==> src/rtl/pipe_stage_reg.sv <==
// Pipeline stage register with optional skid entry.
// Registered head (out_data comes straight from a flop), strict FIFO order,
// synchronous flush that clears held entries, asynchronous active-low reset.
//
// state    | meaning
// ---------+----------------------------------------------------------
// ST_EMPTY | nothing held, out_valid low
// ST_ONE   | head entry valid in main
// ST_TWO   | head in main, next entry in skid, upstream stalled (SKID=1)
module pipe_stage_reg #(
  parameter int                DATA_W  = 64,
  parameter bit                SKID    = 1'b1,
  parameter logic [DATA_W-1:0] CLR_VAL = '0
) (
  input  logic              clk,
  input  logic              rst_n,
  input  logic              flush,
  input  logic              in_valid,
  output logic              in_ready,
  input  logic [DATA_W-1:0] in_data,
  output logic              out_valid,
  input  logic              out_ready,
  output logic [DATA_W-1:0] out_data,
  output logic [1:0]        count
);

  localparam logic [1:0] ST_EMPTY = 2'd0;
  localparam logic [1:0] ST_ONE   = 2'd1;
  localparam logic [1:0] ST_TWO   = 2'd2;

  logic [1:0]        state;
  logic [DATA_W-1:0] main_q;
  logic [DATA_W-1:0] skid_q;
  logic              in_fire;
  logic              out_fire;

  // Upstream handshake: the skid variant decouples in_ready from out_ready
  // so the ready chain is cut at this stage.
  always_comb begin
    in_ready = 1'b0;
    if (SKID) begin
      in_ready = (state != ST_TWO);
    end else begin
      in_ready = (state == ST_EMPTY) | out_ready;
    end
  end

  assign in_fire   = in_valid & in_ready;
  assign out_valid = (state != ST_EMPTY);
  assign out_fire  = out_valid & out_ready;
  assign out_data  = main_q;
  assign count     = state;

  // State and payload update; flush wins over every transfer, and a beat
  // presented during flush is dropped while the popped head is still consumed.
  always_ff @(posedge clk or negedge rst_n) begin
    if (!rst_n) begin
      state  <= ST_EMPTY;
      main_q <= CLR_VAL;
      skid_q <= CLR_VAL;
    end else if (flush) begin
      state  <= ST_EMPTY;
      main_q <= CLR_VAL;
      skid_q <= CLR_VAL;
    end else begin
      case (state)
        ST_EMPTY: begin
          if (in_fire) begin
            state  <= ST_ONE;
            main_q <= in_data;
          end
        end
        ST_ONE: begin
          if (in_fire && out_fire) begin
            main_q <= in_data;
          end else if (in_fire && SKID) begin
            state  <= ST_TWO;
            skid_q <= in_data;
          end else if (out_fire) begin
            state <= ST_EMPTY;
          end
        end
        ST_TWO: begin
          if (out_fire) begin
            state  <= ST_ONE;
            main_q <= skid_q;
          end
        end
        default: begin
          state <= ST_EMPTY;
        end
      endcase
    end
  end

endmodule

==> config.mk <==
export PLATFORM = sky130hd
export DESIGN_NAME = pipe_stage_reg
export DESIGN_NICKNAME = d
export VERILOG_FILES = /design/src/rtl/pipe_stage_reg.sv
export SDC_FILE = /design/constraint.sdc
export NUM_CORES = 1
export LEC_CHECK = 0
export CORE_UTILIZATION = 44
export CTS_CLUSTER_SIZE = 12
export DETAILED_ROUTE_END_ITERATION = 8
export PLACE_DENSITY = 0.82
export SETUP_SLACK_MARGIN = 0.15
export SLEW_MARGIN = 20
export SYNTH_ARGS = -nofsm -noshare
export SYNTH_HDL_FRONTEND = slang
export SYNTH_SLANG_ARGS = --single-unit
==> constraint.sdc <==
create_clock -name clk -period 4.36 [get_ports clk]
set_input_delay 0.654 -clock clk [delete_from_list [all_inputs] [get_ports clk]]
set_output_delay 0.654 -clock clk [all_outputs]
set_load 0.01 [all_outputs]
==> impl_results.html <==
<table>
<tr><th>Metric</th><th>Value</th></tr>
<tr><th colspan="2">Critical path</th></tr>
<tr><td>Crit path DAT</td><td>~2.4 ns</td></tr>
<tr><td>Worst Reg-to-Reg Cells</td><td>3</td></tr>
<tr><td>Setup slack of the worst register-to-register path</td><td>about 1.9 ns</td></tr>
<tr><td>Kind of launch point of the worst setup path</td><td>flop</td></tr>
<tr><td>Critical Path End</td><td>in_ready</td></tr>
<tr><td>Delay of the slowest cell on the worst path</td><td>0.91 ns</td></tr>
<tr><td>Critical Path Fanout Max</td><td>40</td></tr>
<tr><td>Reg-to-Reg Start</td><td>count[0]$_DFFE_PN0P_</td></tr>
<tr><td>End of the worst register-to-register path</td><td>skid_q[9]$_DFFE_PN0P_</td></tr>
<tr><td>Critical setup path kind</td><td>flop to output pin</td></tr>
<tr><td>Required time at the worst-slack endpoint</td><td>3.71 ns</td></tr>
<tr><td>Capturing element type of the critical path</td><td>output pin</td></tr>
<tr><td>Worst setup startpoint</td><td>count[0]$_DFFE_PN0P_</td></tr>
<tr><td>Slowest stage cell, crit path</td><td>sky130_fd_sc_hd__dfrtp_2</td></tr>
<tr><td>Worst-path cell chain</td><td>nor2b_4, inv_4, clkdlybuf4s50_1</td></tr>
<tr><th colspan="2">Yosys</th></tr>
<tr><td>Main combinational cell family by area after synthesis</td><td>compound AO/OA/AOI/OAI gates</td></tr>
<tr><td>Area share of the largest cell type after synthesis</td><td>50.0%</td></tr>
<tr><td>Post-synthesis share of cell area spent on full adders, half adders and majority gates</td><td>0%</td></tr>
<tr><td>Syn Inst Count</td><td>601</td></tr>
<tr><td>Sequential area share after synthesis</td><td>50.0%</td></tr>
<tr><td>Largest cells by area after synthesis</td><td>sky130_fd_sc_hd__dfrtp_1 50%, sky130_fd_sc_hd__o31ai_2 12%, sky130_fd_sc_hd__mux2i_1 10%</td></tr>
<tr><td>Post-Synthesis Mean Instance Area</td><td>10.8 µm²</td></tr>
<tr><td>Simple logic cell fraction of the synthesized area</td><td>8.38%</td></tr>
<tr><td>Flip-flop and latch count after synthesis</td><td>130</td></tr>
<tr><td>Cell area after synthesis</td><td>6510 µm²</td></tr>
<tr><td>Yosys warning count</td><td>0</td></tr>
<tr><td>Area leader, netlist</td><td>sky130_fd_sc_hd__dfrtp_1</td></tr>
<tr><td>Share of synthesized area spent on multiplexers</td><td>9.99%</td></tr>
<tr><td>Share of the synthesized netlist area taken by xor and xnor gates</td><td>0%</td></tr>
<tr><td>Library cells used by synthesis</td><td>25</td></tr>
<tr><td>Share of the synthesized area in compound gates (AO/OA/AOI/OAI)</td><td>26.0%</td></tr>
<tr><td>Post-synthesis net count</td><td>670</td></tr>
<tr><th colspan="2">Timing</th></tr>
<tr><td>Clock period minus worst slack</td><td>between 3 and 4 ns</td></tr>
<tr><td>Number of setup violations in the final report</td><td>0</td></tr>
<tr><td>Final Slew Violations</td><td>0</td></tr>
<tr><td>Slew @ Worst Pin</td><td>1.14 ns</td></tr>
<tr><td>Headroom to the max-slew limit</td><td>a little under a quarter</td></tr>
<tr><td>Final hold slack</td><td>0.348 ns</td></tr>
<tr><td>FMAX</td><td>324 MHz</td></tr>
<tr><td>Clock skew after layout</td><td>0.00603 ns</td></tr>
<tr><td>Final Hold Viols</td><td>0</td></tr>
<tr><td>RSZ-0062 raised after global routing</td><td>no</td></tr>
<tr><td>Share of the clock period used by the worst path after layout</td><td>a little over two thirds</td></tr>
<tr><td>Sum of negative setup slack</td><td>0 ns</td></tr>
<tr><th colspan="2">Routing</th></tr>
<tr><td>First DRT Iteration DRCs</td><td>475</td></tr>
<tr><td>TritonRoute pass-1 iters</td><td>5</td></tr>
<tr><td>Final WL</td><td>16.7 mm</td></tr>
<tr><td>Remaining design rule violation count</td><td>0</td></tr>
<tr><td>Post-detailed-route count of antenna-violating nets</td><td>0</td></tr>
<tr><td>Routed via count divided by cell count</td><td>5.90</td></tr>
<tr><td>Wirelength per Cell</td><td>18.7 µm</td></tr>
<tr><td>Via count of the routed design</td><td>around 5300</td></tr>
<tr><th colspan="2">Clock network</th></tr>
<tr><td>Htree depth</td><td>4</td></tr>
<tr><td>Hold buffer count at cts</td><td>0</td></tr>
<tr><td>TritonCTS clock tree</td><td>yes</td></tr>
<tr><td>Total of cells resized after clock tree synthesis</td><td>0</td></tr>
<tr><td>Number of sinks driven by the clock tree</td><td>130</td></tr>
<tr><td>TritonCTS buffer count</td><td>17</td></tr>
<tr><td>Root Buffer</td><td>sky130_fd_sc_hd__clkbuf_16</td></tr>
<tr><td>Setup Fix Bufs, Post-CTS</td><td>0</td></tr>
<tr><td>Post-CTS clock slew at the launch and capture registers of the worst setup and hold paths</td><td>0.06 ns</td></tr>
<tr><td>Latest clock arrival within the worst-skew pair</td><td>0.42 ns</td></tr>
<tr><td>Maximum buffer depth of the clock tree</td><td>2</td></tr>
<tr><th colspan="2">Pwr</th></tr>
<tr><td>Largest voltage drop on the vdd net</td><td>0.240 mV</td></tr>
<tr><td>Reported leakage power</td><td>3.41 nW</td></tr>
<tr><td>Power per standard cell area</td><td>390 nW/µm²</td></tr>
<tr><th colspan="2">Finish</th></tr>
<tr><td>Final core occ</td><td>approximately three fifths</td></tr>
<tr><td>Area growth from synthesis to layout</td><td>30.8%</td></tr>
<tr><td>Most frequent cells in the layout</td><td>134 x sky130_fd_sc_hd__clkdlybuf4s50_1, 129 x sky130_fd_sc_hd__nand2_1, 129 x sky130_fd_sc_hd__dfrtp_1, 65 x sky130_fd_sc_hd__a21oi_1</td></tr>
<tr><td>Share of cells above drive strength 1</td><td>about 16%</td></tr>
<tr><td>Leading cell type in the layout, fill and taps excluded</td><td>sky130_fd_sc_hd__clkdlybuf4s50_1</td></tr>
<tr><td>Filler instances</td><td>1156</td></tr>
<tr><td>Final instance area</td><td>8510 µm²</td></tr>
<tr><td>Sequential cell area</td><td>3250 µm²</td></tr>
<tr><td>Antenna diodes</td><td>0</td></tr>
<tr><td>NumNets Final</td><td>764</td></tr>
<tr><td>Total area of multi-input combinational cells</td><td>2950 µm²</td></tr>
<tr><th colspan="2">Placed design</th></tr>
<tr><td>HPWL reported at the end of detailed placement</td><td>slightly above 10 mm</td></tr>
<tr><td>Standard cell area after detailed placement</td><td>7890 µm²</td></tr>
<tr><td>Last weighted congestion value of the routability-driven placer</td><td>0.764</td></tr>
<tr><td>Number of port buffers</td><td>136</td></tr>
<tr><th colspan="2">GRT</th></tr>
<tr><td>Maximum number of pins on one net before global-route repair</td><td>72</td></tr>
<tr><td>Number of antenna violations at the first check in global routing</td><td>0</td></tr>
<tr><td>Global route overflow</td><td>0</td></tr>
<tr><td>Number of global-route vias before repair</td><td>5285</td></tr>
<tr><td>GRT Total Usage</td><td>23.1%</td></tr>
<tr><td>Global-route wire length before repair</td><td>26.8 mm</td></tr>
<tr><th colspan="2">Floorplanning</th></tr>
<tr><td>Initial core utilization</td><td>45.0%</td></tr>
<tr><td>Top-Level Pins</td><td>~140</td></tr>
<tr><td>Chip Width</td><td>124 µm</td></tr>
<tr><td>Die footprint</td><td>15300 µm²</td></tr>
<tr><td>Die Y-Extent</td><td>roughly 120 µm</td></tr>
<tr><td>Placeable Area</td><td>between 10000 and 15000 µm²</td></tr>
<tr><td>Number of rows created at floorplan</td><td>44</td></tr>
<tr><th colspan="2">Worst hold path</th></tr>
<tr><td>Classification of the worst-slack hold path</td><td>input pin to asynchronous set/reset pin</td></tr>
<tr><th colspan="2">Run</th></tr>
<tr><td>Maximum Capacitance Violations</td><td>0</td></tr>
<tr><th colspan="2">Run status</th></tr>
<tr><td>Result of the run</td><td>finished, final reports clean</td></tr>
</table>
==> power by group <==
group          switching (W)  leakage (nW)  total (W)  internal (W)
Combinational       0.000259          1.37   0.000493      0.000234
Sequential         0.0000546          1.74    0.00133       0.00128
Clock               0.000529         0.291    0.00150      0.000969
==> cells in the mapped netlist, drive strengths merged <==
library cell    n
o31ai          64
a211oi          1
a21oi          65
nand4bb         1
nor2            1
or2             1
o2111ai        64
dfrtp         130
or3b            1
mux2i          65
o211a           1
nor2b           1
inv             2
o21a            1
clkbuf         38
buf            33
nand3b          2
nand2         129
nor4bb          1
==> per-layer routing <==
metal	track usage, %	vias up	routed length, µm
li1	-	2423	-
met1	30.0	2633	7160
met2	37.2	185	8330
met3	6.41	23	955
met4	7.91	0	260
met5	0	-	0
==> logic make-up after synthesis <==
kind of cell	count (synthesis)
compound gates	196
buf+inv	73
flops	130
mux	65
simple gates	137
==> stage by stage <==
stage,setup slack (ns),total power [W],instances
floorplan,2.43,0.00158,601
global placement,1.65,0.00183,860
detailed placement,1.50,0.00184,860
CTS,1.28,0.00335,892
global route,1.17,0.00344,892
finish,1.27,0.00332,892
==> layout make-up <==
class                      instances  area share (%)
sequential                       130            38.2
multi-input combinational        398            34.6
timing repair buffer             146            17.0
clock buffer                      19            5.20
tap                              184            2.70
clock inverter                    13            2.18
inverter                           2           0.118
==> critical path, delay by kind of cell, from the launching register on <==
family | cells | cell delay (ns)
buffers and inverters | 2 | 0.99
DFF | 1 | 0.91
and+or+nand+nor | 1 | 0.10
==> registers in the layout, indices dropped and copies added, names as in the netlist <==
signal,flops
out_data,64
skid_q,64
count,2
==> worst min path at each step <==
stage                              end  slack, ns
2_1_floorplan     count[0]$_DFFE_PN0P_       0.36
3_3_place_gp    skid_q[43]$_DFFE_PN0P_       0.51
3_5_place_dp    skid_q[39]$_DFFE_PN0P_       0.51
4_1_cts        out_data[6]$_DFFE_PN0P_       0.38
5_1_grt        out_data[1]$_DFFE_PN0P_       0.41
6_report       out_data[4]$_DFFE_PN0P_       0.35
(Power assumes the default switching activity.)
